### config.mk
export PLATFORM = sky130hd
export DESIGN_NAME = emu_host_transactor_flat
export DESIGN_NICKNAME = d
export VERILOG_FILES = /design/src/rtl/emu_host_transactor_if.sv /design/src/rtl/emu_host_transactor.sv /design/src/flat_wrapper.sv
export SDC_FILE = /design/constraint.sdc
export NUM_CORES = 1
export LEC_CHECK = 0
export ABC_CLOCK_PERIOD_IN_PS = 3400
export BUFFER_PORTS_ARGS = -buffer_cell sky130_fd_sc_hd__buf_4
export CAP_MARGIN = 15
export CORE_MARGIN = 4
export CORE_UTILIZATION = 25
export CTS_BUF_LIST = sky130_fd_sc_hd__clkbuf_4 sky130_fd_sc_hd__clkbuf_8
export DETAILED_ROUTE_END_ITERATION = 7
export PLACE_DENSITY = 0.51
export SYNTH_ARGS = -nofsm -noshare
export SYNTH_HDL_FRONTEND = slang
export SYNTH_SLANG_ARGS = --single-unit
### constraint.sdc
create_clock -name clk_emu -period 3.4 [get_ports clk_emu]
set_input_delay 0.17 -clock clk_emu [delete_from_list [all_inputs] [get_ports clk_emu]]
set_output_delay 0.17 -clock clk_emu [all_outputs]
set_load 0.05 [all_outputs]
### src/rtl/emu_host_transactor_if.sv
`timescale 1ns/1ps
`default_nettype none
// ============================================================================
// Module   : emu_host_transactor_if
// Brief    : Host byte streams plus emulator byte bus between transactor and wrapper.
// Revision : 1.0
// ============================================================================
interface emu_host_transactor_if;
   logic [7:0] s_data;
   logic       s_valid;
   logic       s_ready;
   logic [7:0] m_data;
   logic       m_valid;
   logic       m_ready;
   logic [7:0] Din_emu;
   logic [2:0] Addr_emu;
   logic       load_emu;
   logic       get_emu;
   logic [7:0] Dout_emu;

   modport master (
      input  s_data, s_valid, m_ready, Dout_emu,
      output s_ready, m_data, m_valid, Din_emu, Addr_emu, load_emu, get_emu
   );

   modport slave (
      output s_data, s_valid, m_ready, Dout_emu,
      input  s_ready, m_data, m_valid, Din_emu, Addr_emu, load_emu, get_emu
   );
endinterface
`default_nettype wire

### src/rtl/emu_host_transactor.sv
`timescale 1ns/1ps
`default_nettype none
// ============================================================================
// Module   : emu_host_transactor
// Brief    : Host-side master for the emulator byte bus: frame in, load, get, frame out.
// Revision : 1.0
// ============================================================================
module emu_host_transactor #(
   parameter int NUM_STIM_ARRAY = 1,
   parameter int NUM_OUT_ARRAY  = 3,
   parameter int WAIT_CYC       = 4
) (
   input  logic                  clk_emu,
   input  logic                  rst_emu_n,
   emu_host_transactor_if.master bus,
   output logic                  busy,
   output logic [15:0]           frame_cnt
);
   localparam logic [2:0] STIM_LAST = 3'(NUM_STIM_ARRAY - 1);
   localparam logic [2:0] OUT_LAST  = 3'(NUM_OUT_ARRAY - 1);
   localparam logic [7:0] WAIT_INIT = 8'(WAIT_CYC);
   localparam logic [3:0] STIM_SIZE = 4'(NUM_STIM_ARRAY);

   typedef enum logic [3:0] {
      S_IDLE = 4'd0,
      S_RX   = 4'd1,
      S_WR   = 4'd2,
      S_LOAD = 4'd3,
      S_WAIT = 4'd4,
      S_GET  = 4'd5,
      S_RSET = 4'd6,
      S_RSMP = 4'd7,
      S_TX   = 4'd8
   } state_t;

   state_t     state;
   state_t     state_nx;
   logic       armed;
   logic [2:0] idx_i;
   logic [2:0] idx_j;
   logic [7:0] wait_cnt;
   logic [7:0] shadow [8];
   logic [7:0] out_data;
   logic       out_valid;
   logic       s_ready_c;
   logic       load_c;
   logic       get_c;
   logic [2:0] addr_c;
   logic       accept;

   always_ff @(posedge clk_emu or negedge rst_emu_n) begin
      if (!rst_emu_n) begin
         state <= S_IDLE;
      end else begin
         state <= state_nx;
      end
   end

   always_comb begin
      state_nx  = state;
      s_ready_c = 1'b0;
      load_c    = 1'b0;
      get_c     = 1'b0;
      addr_c    = 3'd0;
      case (state)
         S_IDLE: begin
            // armed keeps s_ready low while reset is asserted and for the release cycle
            s_ready_c = armed;
            if (armed && bus.s_valid) begin
               if (NUM_STIM_ARRAY > 1) state_nx = S_RX;
               else                    state_nx = S_WR;
            end
         end
         S_RX: begin
            s_ready_c = 1'b1;
            if (bus.s_valid && idx_i == STIM_LAST) state_nx = S_WR;
         end
         S_WR: begin
            addr_c = idx_i;
            if (idx_i == STIM_LAST) state_nx = S_LOAD;
         end
         S_LOAD: begin
            load_c = 1'b1;
            if (WAIT_CYC == 0) state_nx = S_GET;
            else               state_nx = S_WAIT;
         end
         S_WAIT: begin
            if (wait_cnt <= 8'd1) state_nx = S_GET;
         end
         S_GET: begin
            get_c    = 1'b1;
            state_nx = S_RSET;
         end
         S_RSET: begin
            addr_c   = idx_j;
            state_nx = S_RSMP;
         end
         S_RSMP: begin
            addr_c   = idx_j;
            state_nx = S_TX;
         end
         S_TX: begin
            addr_c = idx_j;
            if (bus.m_ready) begin
               if (idx_j == OUT_LAST) state_nx = S_IDLE;
               else                   state_nx = S_RSET;
            end
         end
         default: state_nx = S_IDLE;
      endcase
   end

   assign accept = s_ready_c & bus.s_valid;

   always_ff @(posedge clk_emu or negedge rst_emu_n) begin
      if (!rst_emu_n) begin
         armed     <= 1'b0;
         idx_i     <= 3'd0;
         idx_j     <= 3'd0;
         wait_cnt  <= 8'd0;
         out_data  <= 8'd0;
         out_valid <= 1'b0;
         frame_cnt <= 16'd0;
         for (int k = 0; k < 8; k++) shadow[k] <= 8'd0;
      end else begin
         armed <= 1'b1;
         case (state)
            S_IDLE, S_RX: begin
               if (accept) begin
                  // entries at or above NUM_STIM_ARRAY are never written and stay zero
                  for (int k = 0; k < NUM_STIM_ARRAY; k++) begin
                     if (idx_i == 3'(k)) shadow[k] <= bus.s_data;
                  end
                  idx_i <= (idx_i == STIM_LAST) ? 3'd0 : idx_i + 3'd1;
               end
            end
            S_WR:   idx_i    <= (idx_i == STIM_LAST) ? 3'd0 : idx_i + 3'd1;
            S_LOAD: wait_cnt <= WAIT_INIT;
            S_WAIT: wait_cnt <= wait_cnt - 8'd1;
            S_GET:  idx_j    <= 3'd0;
            S_RSMP: begin
               out_data  <= bus.Dout_emu;
               out_valid <= 1'b1;
            end
            S_TX: begin
               if (bus.m_ready) begin
                  out_valid <= 1'b0;
                  if (idx_j != OUT_LAST) idx_j     <= idx_j + 3'd1;
                  else                   frame_cnt <= frame_cnt + 16'd1;
               end
            end
            default: ;
         endcase
      end
   end

   // The wrapper latches Din_emu into stimIn[Addr_emu] on every idle bus cycle
   assign bus.Din_emu  = ({1'b0, addr_c} < STIM_SIZE) ? shadow[addr_c] : 8'd0;
   assign bus.Addr_emu = addr_c;
   assign bus.load_emu = load_c;
   assign bus.get_emu  = get_c;
   assign bus.s_ready  = s_ready_c;
   assign bus.m_data   = out_data;
   assign bus.m_valid  = out_valid;
   assign busy         = (state != S_IDLE);

endmodule
`default_nettype wire

### src/flat_wrapper.sv
// flat-port wrapper written by rule: the top's interface ports become plain ports
module emu_host_transactor_flat 
#(
   parameter int NUM_STIM_ARRAY = 1,
   parameter int NUM_OUT_ARRAY  = 3,
   parameter int WAIT_CYC       = 4
)
  (clk_emu, rst_emu_n, busy, frame_cnt, bus_s_data, bus_s_valid, bus_m_ready, bus_Dout_emu, bus_s_ready, bus_m_data, bus_m_valid, bus_Din_emu, bus_Addr_emu, bus_load_emu, bus_get_emu);
  emu_host_transactor_if bus_i ();
  input  logic clk_emu;
  input  logic rst_emu_n;
  output logic busy;
  output logic [15:0] frame_cnt;
  input wire logic [$bits(bus_i.s_data)-1:0] bus_s_data;
  input wire logic [$bits(bus_i.s_valid)-1:0] bus_s_valid;
  input wire logic [$bits(bus_i.m_ready)-1:0] bus_m_ready;
  input wire logic [$bits(bus_i.Dout_emu)-1:0] bus_Dout_emu;
  output wire logic [$bits(bus_i.s_ready)-1:0] bus_s_ready;
  output wire logic [$bits(bus_i.m_data)-1:0] bus_m_data;
  output wire logic [$bits(bus_i.m_valid)-1:0] bus_m_valid;
  output wire logic [$bits(bus_i.Din_emu)-1:0] bus_Din_emu;
  output wire logic [$bits(bus_i.Addr_emu)-1:0] bus_Addr_emu;
  output wire logic [$bits(bus_i.load_emu)-1:0] bus_load_emu;
  output wire logic [$bits(bus_i.get_emu)-1:0] bus_get_emu;
  assign bus_i.s_data = bus_s_data;
  assign bus_i.s_valid = bus_s_valid;
  assign bus_i.m_ready = bus_m_ready;
  assign bus_i.Dout_emu = bus_Dout_emu;
  assign bus_s_ready = bus_i.s_ready;
  assign bus_m_data = bus_i.m_data;
  assign bus_m_valid = bus_i.m_valid;
  assign bus_Din_emu = bus_i.Din_emu;
  assign bus_Addr_emu = bus_i.Addr_emu;
  assign bus_load_emu = bus_i.load_emu;
  assign bus_get_emu = bus_i.get_emu;
  emu_host_transactor #(.NUM_STIM_ARRAY(NUM_STIM_ARRAY), .NUM_OUT_ARRAY(NUM_OUT_ARRAY), .WAIT_CYC(WAIT_CYC)) u_core (.clk_emu(clk_emu), .rst_emu_n(rst_emu_n), .bus(bus_i), .busy(busy), .frame_cnt(frame_cnt));
endmodule
; Yosys cells after proc, flatten, opt, wreduce, memory -nomap -nowiden
; Cells that the tools add are included.
[word_totals]
ff_bits = 52
[op_classes]
add_sub_neg = 4
order_cmp = 3
eq_ne = 17
muxes = 24
bitwise = 3
reduce_logical = 17
[op_table]
columns = op, count
row1 = 4-bit case mux with 9 select lines, 1
row2 = 8-bit binary-select mux with 3-bit select, 1
row3 = 8-bit 2-to-1 mux, 3
row4 = 4-bit 2-to-1 mux, 5
row5 = 3-bit case mux with 2 select lines, 3
row6 = "16-bit by 1-bit adder with 16-bit output, second input constant", 1
row7 = "4-bit by 3-bit equality test with 1-bit output, second input constant", 4
row8 = 8-bit case mux with 2 select lines, 1
row9 = 3-bit 2-to-1 mux, 5
row10 = "2-bit by 1-bit inequality test with 1-bit output, second input constant", 6
row11 = 3-bit AND reduction, 3
row12 = "4-bit by 2-bit equality test with 1-bit output, second input constant", 2
row13 = "8-bit by 1-bit less-or-equal comparator with 1-bit output, second input constant", 1
row14 = 2-bit nonzero test, 4
row15 = "8-bit by 1-bit subtractor with 8-bit output, second input constant", 1
row16 = "3-bit by 1-bit adder with 3-bit output, second input constant", 2
row17 = 5-bit AND reduction, 1
row18 = "4-bit by 1-bit equality test with 1-bit output, second input constant", 1
row19 = "4-bit equality test, second input constant", 1
row20 = "4-bit >= comparator, second input constant", 1
row21 = 4-bit zero test, 1
row22 = 3-bit inverter with 4-bit output, 1
row23 = 1-bit case mux with 2 select lines, 2
row24 = 2-bit AND reduction, 2
row25 = 12 further kinds, 15

; Logic depth before layout (Yosys ltp)
; Gate-level depths: netlist (run 1).
[depth]
ltp_word = 8
mapped_depth = 6

; Worst setup path after synthesis (run 1)
; Ideal clock, no wire load.
[synth_timing]
path_kind = register -> output
start = register u_core.state[1]
end = output bus_s_ready
arrival_time_ps = 2244
required_ps = 3230
slack_ps = 986
path_stages_with_launch = 4
n_path_buf = 2
cell_sequence = dfrtp_1 -> buf_2 -> clkbuf_1 -> nor4_1
[synth_via]
elab_chain_len = 2
[synth_lines]
columns = item, line
row1 = start: declaration, emu_host_transactor.sv:36  ; state_t state;
row2 = start signal: assignment, emu_host_transactor.sv:55  ; state <= state_nx;
row3 = 4-bit by 1-bit equality test with 1-bit output or 4-bit zero test (tied branches), emu_host_transactor.sv:65  ; case (state)
row4 = 1-bit case mux with 2 select lines (*), emu_host_transactor.sv:65
row5 = end: declaration, flat_wrapper.sv:18  ; output wire logic [$bits(bus_i.s_ready)-1:0] bus_s_ready;
; Every way passes the cells marked *; elsewhere a longest branch is shown, timed or not.

; Worst setup path in the final report (run 1)
[layout_timing]
start = register u_core.state[1]
end = output bus_Din_emu[4]
[layout_via]
elab_chain_len = 8
[layout_lines]
columns = item, line
row1 = 4-bit by 3-bit equality test with 1-bit output or 4-bit equality test (tied branches), emu_host_transactor.sv:65
row2 = 3-bit OR reduction (no source line), -
row3 = 3-bit case mux with 2 select lines (*), emu_host_transactor.sv:65
row4 = 3-bit inverter with 4-bit output (not written as such), emu_host_transactor.sv:158  ; assign bus.Din_emu = ({1'b0, addr_c} < STIM_SIZE) ? shadow[addr_c] : 8'd0;
row5 = 8-bit binary-select mux with 3-bit select, emu_host_transactor.sv:158
row6 = 8-bit 2-to-1 mux (not written as such) (2 in a row), emu_host_transactor.sv:158
row7 = 8-bit 2-to-1 mux (*), emu_host_transactor.sv:158
row8 = end: declaration, flat_wrapper.sv:21  ; output wire logic [$bits(bus_i.Din_emu)-1:0] bus_Din_emu;
; Every way passes the cells marked *; elsewhere a longest branch is shown, timed or not. The select of a mux whose other input is x is not followed.

==> results of run 1 <==
-- registers in the layout, summed over array words and instances (netlist names) --
register	flops
u_core.idx_i	3
u_core.idx_j	3
u_core.bus.m_valid	1
u_core.state	4
u_core.bus.m_data	8
u_core.frame_cnt	16
u_core.armed	1
u_core.shadow	8
u_core.wait_cnt	8
-- worst max-delay path, cell delays in order, from the launching register on --
cell     delay (ns)
dfrtp_1        0.80
nor4b_2        0.10
buf_4          0.21
nand2_1        0.09
nand4_1        0.34
nor2_1         0.22
buf_4          0.22
-- cells by family (layout without fill, tap and decap cells) --
family | Yosys count | count (layout) | share of synthesized area
XOR/XNOR | 17 | 17 | 0.0554
other | 1 | 1 | 0.00140
AO/OA/AOI/OAI | 32 | 32 | 0.0815
adder cells (fa/ha/maj) | 7 | 7 | 0.0326
flip-flops | 52 | 52 | 0.484
buffers and inverters | 21 | 81 | 0.0335
multiplexers | 21 | 21 | 0.0871
AND/OR/NAND/NOR | 100 | 100 | 0.224
-- through the flow --
stage                      util  setup slack [ns]
after global placement    0.313              1.31
after CTS                 0.326             0.923
after global routing      0.326             0.696
after detailed placement  0.313              1.24
final                     0.326             0.944
after floorplan               -             0.986
-- cell usage in the layout, fill, tap and decap left out, drive strengths merged, types with 4 or more instances in the layout --
cell / count
o211ai: 4
mux2: 19
nand2: 22
nand4b: 4
nor3b: 4
xor2: 6
ha: 7
nor4: 6
nor2: 17
xnor2: 11
dfrtp: 52
nand4: 5
buf: 60
inv: 12
o21ai: 10
nor3: 4
nand3: 18
clkbuf: 7
-- power groups by stage --
stage          registers, mW  logic, mW  clock network (mW)
5_1_grt                 1.02       1.35               0.519
3_5_place_dp           0.986       1.25                   0
6_report               0.982       1.24               0.471
3_3_place_gp           0.983       1.24                   0
4_1_cts                0.978       1.26               0.492
2_1_floorplan           1.07      0.834                   0
-- worst min path at each step --
| stage | startpoint | endpoint | slack (ns) | cells past startpoint |
|---|---|---|---|---|
| after floorplan | rst_emu_n | u_core.armed | -0.13 | 0 |
| after global placement | rst_emu_n | u_core.frame_cnt[11] | 0.27 | 1 |
| after detailed placement | rst_emu_n | u_core.frame_cnt[11] | 0.27 | 1 |
| after CTS | bus_Dout_emu[0] | u_core.bus.m_data[0] | 0.07 | 2 |
| after global routing | bus_Dout_emu[7] | u_core.bus.m_data[7] | 0.08 | 2 |
| final | bus_Dout_emu[2] | u_core.bus.m_data[2] | 0.08 | 2 |
-- final cells by class --
type                       instances  area share
sequential                        52       0.383
multi-input combinational        178       0.381
timing repair buffer              61       0.135
tap                              136      0.0501
clock buffer                       7      0.0284
inverter                          12      0.0133
clock inverter                     1     0.00884
-- per-layer routing --
| metal | global-route usage | share of wire | vias to the layer above |
|---|---|---|---|
| met2 | 0.160 | 0.45 | 44 |
| met4 | 0.0268 | 0.011 | 0 |
| met5 | 0 | 0 | - |
| met3 | 0.0283 | 0.055 | 5 |
| met1 | 0.136 | 0.48 | 977 |
| li1 | - | - | 1022 |
-- timing repair --
action	4_1_cts	5_1_grt
gates resized for setup	0	0
hold buffers	1	0
buffers inserted	0	0
hold endpoints to repair	52	0
==> flow_summary.json, run 1 <==
{
  "cts-root-buf": "clkbuf_8",
  "viasPerCell": 4.58,
  "firstDrtPassIters": 4,
  "io-pin-count": 60,
  "seqCellArea_mm2": 0.00130,
  "async_flop_share": 1.00,
  "critPathCapture": "bus_Din_emu[4]",
  "sw_frac_of_total": 0.445,
  "required_ns": 3.23,
  "p_clk_frac": 0.175,
  "drt_iter0_markers": 72,
  "max_freq_mhz": 407,
  "die_height_um": 112,
  "yosys_warnings": 56,
  "std_cell_rows": 37,
  "place.gp.congestion": 0.735,
  "hold_class": "in -> reg",
  "setup_viol": 0,
  "leakage_nw": 1.58,
  "critPathArrivalTime_ns": 2.29,
  "hold_slack_ns": 0.0841,
  "crit_start": "u_core.state[1]",
  "io_buffers": 59,
  "drc": 0,
  "rr_worst_depth": 3,
  "layout_min_cycle_time_ns": 2.46,
  "dp_hpwl_um": 4220,
  "gr-total-overflow": 0,
  "cap_viol_max_count": 0,
  "die_w_um": 112,
  "antenna_left": 0,
  "avgRoutedWirePerCell_um": 13.4,
  "peakVddDrop_mv": 0.442,
  "cp_max_fo": 20,
  "finalPower_mw": 2.69,
  "cp-start-kind": "flip-flop",
  "clk_latency_ns": 0.31,
  "grt_start_max_net_pins": 53,
  "cellPowerDensity_mw_per_mm2": 792,
  "p_switching_mw": 1.20,
  "power_frac_seq": 0.365,
  "post_dp_cell_area_mm2": 0.00326,
  "fillCellCount": 1071,
  "coreArea_mm2": 0.0104,
  "outcome": "completed",
  "cts.htree.levels": 2,
  "grt_pass1_wl_um": 10600,
  "cts_buffers": 5,
  "worst_pin_slew_ns": 0.702,
  "synth_common_cells": "52 x dfrtp_1, 22 x nand2_1, 18 x mux2_2, 18 x nand3_1, 17 x nor2_1",
  "grt_use_total": 0.101,
  "stdcell_count": 447,
  "yosys.area.top_type_share": 0.484,
  "drt_wl_total_um": 6010,
  "p_int_mw": 1.49,
  "grt_pass1_vias": 2052,
  "endpoint_kind": "output pin",
  "ys_ff_latch": 52,
  "synth.avg_cell_area_um2": 10.7,
  "antenna_found_initial": 0,
  "clock_path_buffers": 2,
  "path_clk_slew_ns": 0.10,
  "reg2reg_to": "u_core.shadow[56]",
  "rsz0062_at_grt": "no",
  "slew_viol_final": 0,
  "clock_skew_ns": 0.00925,
  "synth-seq-area-share": 0.484,
  "nets": 337,
  "dp.cells": 438,
  "postLayoutCellArea_mm2": 0.00340,
  "vias": 2048,
  "synth_area_leader_cell": "dfrtp_1",
  "antenna_cells": 0,
  "hold_viol_final": 0,
  "multi_input_area_mm2": 0.00129,
  "final.setup.tns_ns": 0,
  "reg2reg_slack_ns": 1.23,
  "clock_sinks": 52,
  "syn_inst": 251,
  "start_util": 0.258,
  "synth-edff-count": 0,
  "syn_to_final_growth_pct": 26.5,
  "cts_tree": "built",
  "p_comb_frac": 0.460,
  "yosysMostFrequentCell": "dfrtp_1",
  "drive_gt1_frac": 0.299,
  "min_period_over_period": 0.722,
  "synth_cell_type_count": 48,
  "ys_top_cells_by_area": "dfrtp_1 48%, mux2_2 7.5%, xnor2_1 3.6%, nand3_1 3.4%, ha_1 3.3%",
  "max_slew_margin": 0.532,
  "path_class": "reg -> out",
  "synth-main-ff-cell": "dfrtp_1",
  "synthesis.area_mm2": 0.00269,
  "syn-num-nets": 278,
  "die_area_mm2": 0.0125,
  "reg2reg_from": "u_core.state[2]"
}
Note: power is estimated with default switching activity, not from simulation.
==> run 2: changes to the inputs <==
ABC_CLOCK_PERIOD_IN_PS = 2200   (was 3400)
PLACE_DENSITY = 0.53   (was 0.51)
clock period = 2.2 ns   (was 3.4 ns; I/O delays follow)
==> flow_summary.json, run 2 (synthesis results as in run 1) <==
{
  "setup_viol": 0,
  "cp-start-kind": "flip-flop",
  "cts_buffers": 5,
  "critPathArrivalTime_ns": 1.93,
  "final_cell_mix": "71 x buf_4, 51 x dfrtp_1, 21 x nand2_1, 18 x nand3_1, 18 x mux2_2",
  "coreArea_mm2": 0.0104,
  "multi_input_area_mm2": 0.00131,
  "max_freq_mhz": 491,
  "clock_skew_ns": 0.00668,
  "min_period_over_period": 0.925,
  "min_path_cells": 2,
  "max_slew_margin": 0.560,
  "io-pin-count": 60,
  "drt_iter0_markers": 104,
  "place.gp.congestion": 0.750,
  "final_common_cell": "buf_4",
  "peakVddDrop_mv": 0.707,
  "worst_pin_slew_ns": 0.660,
  "viasPerCell": 4.57,
  "worstHoldEndpoint": "u_core.bus.m_data[5]",
  "grt_use_total": 0.0979,
  "drive_gt1_frac": 0.334,
  "fillCellCount": 1055,
  "required_ns": 2.09,
  "reg2reg_to": "u_core.frame_cnt[11]",
  "grt_pass1_wl_um": 10100,
  "firstDrtPassIters": 4,
  "antenna_found_initial": 0,
  "cts_tree": "built",
  "layout_min_cycle_time_ns": 2.04,
  "clk_latency_ns": 0.30,
  "grt_start_max_net_pins": 53,
  "regMostFlops": "u_core.frame_cnt",
  "dp_hpwl_um": 4360,
  "cellPowerDensity_mw_per_mm2": 1180,
  "start_util": 0.258,
  "leakage_nw": 1.64,
  "outcome": "completed",
  "final.setup.tns_ns": 0,
  "antenna_left": 0,
  "holdCritStartpoint": "bus_Dout_emu[5]",
  "die_area_mm2": 0.0125,
  "largest_reg_flops": 16,
  "reg2reg_from": "u_core.state[0]",
  "grt_pass1_vias": 2134,
  "hold_class": "in -> reg",
  "rr_worst_depth": 4,
  "io_buffers": 59,
  "drc": 0,
  "setup_slack_ns": 0.164,
  "cts.htree.levels": 2,
  "gr-total-overflow": 0,
  "path_class": "reg -> out",
  "endpoint_kind": "output pin",
  "die_height_um": 112,
  "cp_max_fo": 18,
  "final_util": 0.335,
  "nets": 350,
  "clock_sinks": 52,
  "reg2reg_slack_ns": 0.32,
  "vias": 2097,
  "die_w_um": 112,
  "seqCellArea_mm2": 0.00130,
  "rsz0062_at_grt": "no",
  "pre_cts_slack_ns": 0.296,
  "clock_path_buffers": 2,
  "path_clk_slew_ns": 0.09,
  "drt_wl_total_um": 6030,
  "hold_slack_ns": 0.0343,
  "cap_viol_max_count": 0,
  "avgRoutedWirePerCell_um": 13.1,
  "std_cell_rows": 37,
  "antenna_cells": 0,
  "hold_viol_final": 0,
  "cts-root-buf": "clkbuf_8",
  "slew_viol_final": 0,
  "syn_to_final_growth_pct": 29.8
}
run 2: cell count changes in the layout (fill, tap and decap cells not counted), sizes merged:
cell / previous run / this run
buf: 60 / 73
bufinv: 1 / 0
clkbuf: 7 / 6
clkinv: 0 / 1
run 2: worst max-delay path by stage:
stage | start | to | slack (ns) | depth (start not counted)
final | u_core.state[2] | bus_Din_emu[7] | 0.16 | 8
after global routing | u_core.state[2] | bus_Din_emu[4] | 0.01 | 8
after CTS | u_core.state[2] | bus_Din_emu[7] | 0.03 | 7
after detailed placement | u_core.state[0] | u_core.frame_cnt[11] | 0.30 | 4
after global placement | u_core.state[0] | u_core.frame_cnt[10] | 0.33 | 4
after floorplan | u_core.state[0] | bus_Din_emu[0] | 0.04 | 6
run 2: metrics by stage:
stage	cells	power, mW	instance area [um^2]
2_1_floorplan	251	2.95	2690
3_3_place_gp	447	3.56	3350
3_5_place_dp	447	3.59	3350
4_1_cts	456	4.15	3450
5_1_grt	459	4.41	3490
6_report	459	4.11	3490
run 2: cell type report:
| type | instances | area share |
|---|---|---|
| repair buffers | 74 | 0.165 |
| clock inverters | 1 | 0.00144 |
| inverters | 12 | 0.0129 |
| flip-flops and latches | 52 | 0.374 |
| multi-input cells | 178 | 0.377 |
| clock buffers | 6 | 0.0219 |
| well taps | 136 | 0.0488 |
run 2: layer usage:
metal  vias to the layer above  part of all wire  global-route usage
li1                       1044                 -                   -
met1                      1006              0.46               0.127
met2                        42              0.48               0.162
met3                         5             0.047              0.0266
met4                         0            0.0098              0.0243
met5                         -                 0                   0
run 2: report_power, final:
| part | total, mW | switching (mW) | internal [mW] | leakage, nW |
|---|---|---|---|---|
| clock | 0.528 | 0.299 | 0.230 | 0.0445 |
| sequential | 1.40 | 0.183 | 1.21 | 0.659 |
| combinational | 2.18 | 1.37 | 0.807 | 0.932 |
run 2: what timing repair did:
| item | CTS | global route |
|---|---|---|
| gates cloned | 0 | 0 |
| resized for setup | 0 | 4 |
| hold endpoints to repair | 52 | 0 |
| setup endpoints to repair | 8 | 9 |
| hold buffers | 1 | 0 |
| buffers inserted | 1 | 3 |
run 2: worst max-delay path: stages (launching register included):
cell and delay [ns]:
dfrtp_1 0.39, buf_4 0.20, nor4b_4 0.29, buf_6 0.16
nand2_1 0.07, nand4_1 0.10, buf_4 0.16, nor2_1 0.06
buf_4 0.18
==> run 3: changes to the inputs <==
GPL_ROUTABILITY_DRIVEN = 0   (was default)
RECOVER_POWER = 25   (was default)
==> flow_summary.json, run 3 (synthesis results as in run 1) <==
{
  "outcome": "completed",
  "cpMostUsedCell": "buf_4",
  "critPathArrivalTime_ns": 1.93,
  "cp_num_buf_inv": 4,
  "crit_chain": "buf_4, nor4b_4, buf_6, nand2_1, nand4_1, buf_4, nor2_1, buf_4",
  "nets": 350,
  "io_buffers": 59,
  "cts.htree.levels": 2,
  "clock_sinks": 52,
  "clk_latency_ns": 0.30,
  "die_area_mm2": 0.0125,
  "slew_viol_final": 0,
  "dp_hpwl_um": 4360,
  "drc": 0,
  "grt_pass1_vias": 2134,
  "final_cell_mix": "70 x buf_4, 51 x dfrtp_1, 21 x nand2_1, 18 x nand3_1, 18 x mux2_2",
  "start_util": 0.258,
  "coreArea_mm2": 0.0104,
  "regMostFlops": "u_core.frame_cnt",
  "gr-total-overflow": 0,
  "grt_pass1_wl_um": 10100,
  "fillCellCount": 1056,
  "largest_reg_flops": 16,
  "hold_viol_final": 0,
  "clock_skew_ns": 0.00668,
  "antenna_cells": 0,
  "antenna_found_initial": 0,
  "seqCellArea_mm2": 0.00130,
  "viasPerCell": 4.57,
  "grt_start_max_net_pins": 53,
  "cts_tree": "built",
  "peakVddDrop_mv": 0.707,
  "leakage_nw": 1.63,
  "clock_path_buffers": 2,
  "die_w_um": 112,
  "dr_wl_met2_um": 2900,
  "final.setup.tns_ns": 0,
  "max_slew_margin": 0.132,
  "path_class": "reg -> out",
  "hold_class": "in -> reg",
  "topRoutingLayerUsed": "met4",
  "cts-root-buf": "clkbuf_8",
  "min_period_over_period": 0.925,
  "layout_min_cycle_time_ns": 2.04,
  "finalPower_mw": 4.11,
  "cp_top_family": "buffers and inverters",
  "cap_viol_max_count": 0,
  "syn_to_final_growth_pct": 29.7,
  "setup_viol": 0,
  "cp_max_fo": 18,
  "hold_slack_ns": 0.0343,
  "drive_gt1_frac": 0.334,
  "die_height_um": 112,
  "cts_buffers": 5,
  "cp-start-kind": "flip-flop",
  "critical-path-max-stage-delay_ns": 0.39,
  "required_ns": 2.09,
  "met1Wirelength_um": 2790,
  "grt_use_total": 0.0979,
  "wl_met3_um": 284,
  "path_clk_slew_ns": 0.09,
  "std_cell_rows": 37,
  "cp_slowest_cell": "dfrtp_1",
  "multi_input_area_mm2": 0.00131,
  "cellPowerDensity_mw_per_mm2": 1180,
  "rsz0062_at_grt": "no",
  "drt_iter0_markers": 104,
  "max_freq_mhz": 491,
  "endpoint_kind": "output pin",
  "firstDrtPassIters": 4,
  "io-pin-count": 60,
  "drt_wl_total_um": 6030,
  "vias": 2098,
  "avgRoutedWirePerCell_um": 13.1,
  "antenna_left": 0,
  "final_common_cell": "buf_4",
  "worst_pin_slew_ns": 1.30
}
-- run 3: path summary, 6_finish.rpt --
check / start / to / slack [ns] / cells past startpoint
hold / removal: bus_Dout_emu[5] / u_core.bus.m_data[5] / 0.03 / 2
setup / recovery: u_core.state[2] / bus_Din_emu[7] / 0.16 / 8
hold reg to reg: u_core.frame_cnt[15] / u_core.frame_cnt[15] / 0.47 / 1
setup reg to reg: u_core.state[0] / u_core.frame_cnt[11] / 0.32 / 4
min in group asynchronous: rst_emu_n / u_core.frame_cnt[11] / 0.63 / 2
max in group asynchronous: rst_emu_n / u_core.state[0] / 0.71 / 2
-- run 3: routing by layer --
| metal | GRT usage | up-vias |
|---|---|---|
| li1 | - | 1044 |
| met1 | 0.127 | 1007 |
| met2 | 0.162 | 42 |
| met3 | 0.0266 | 5 |
| met4 | 0.0243 | 0 |
| met5 | 0 | - |
-- run 3: timing repair --
| action | in CTS | in global routing |
|---|---|---|
| endpoints found under the setup margin | 8 | 9 |
| hold endpoints to repair | 52 | 0 |
| pin swaps | 0 | 0 |
| hold buffers | 1 | 0 |
| resized for setup | 0 | 4 |
| setup buffers | 1 | 3 |
-- run 3: final cells by class --
type                    instances  area share
repair buffers                 74       0.164
multi-input cells             178       0.377
clock inverters                 1     0.00144
inverters                      12      0.0129
well taps                     136      0.0489
flip-flops and latches         52       0.374
clock buffers                   6      0.0219
-- run 3: where the power goes --
group / internal, mW / switching (mW)
logic: 0.807 / 1.37
clock network: 0.230 / 0.299
registers: 1.21 / 0.183
total: 2.25 / 1.86
-- run 3: through the flow --
stage                      util  setup slack (ns)  area (um^2)  std cells
after floorplan               -            0.0395         2690        251
after global routing      0.334            0.0126         3480        459
after detailed placement  0.321             0.296         3350        447
final                     0.334             0.164         3480        459
after CTS                 0.331            0.0342         3450        456
after global placement    0.321             0.330         3350        447
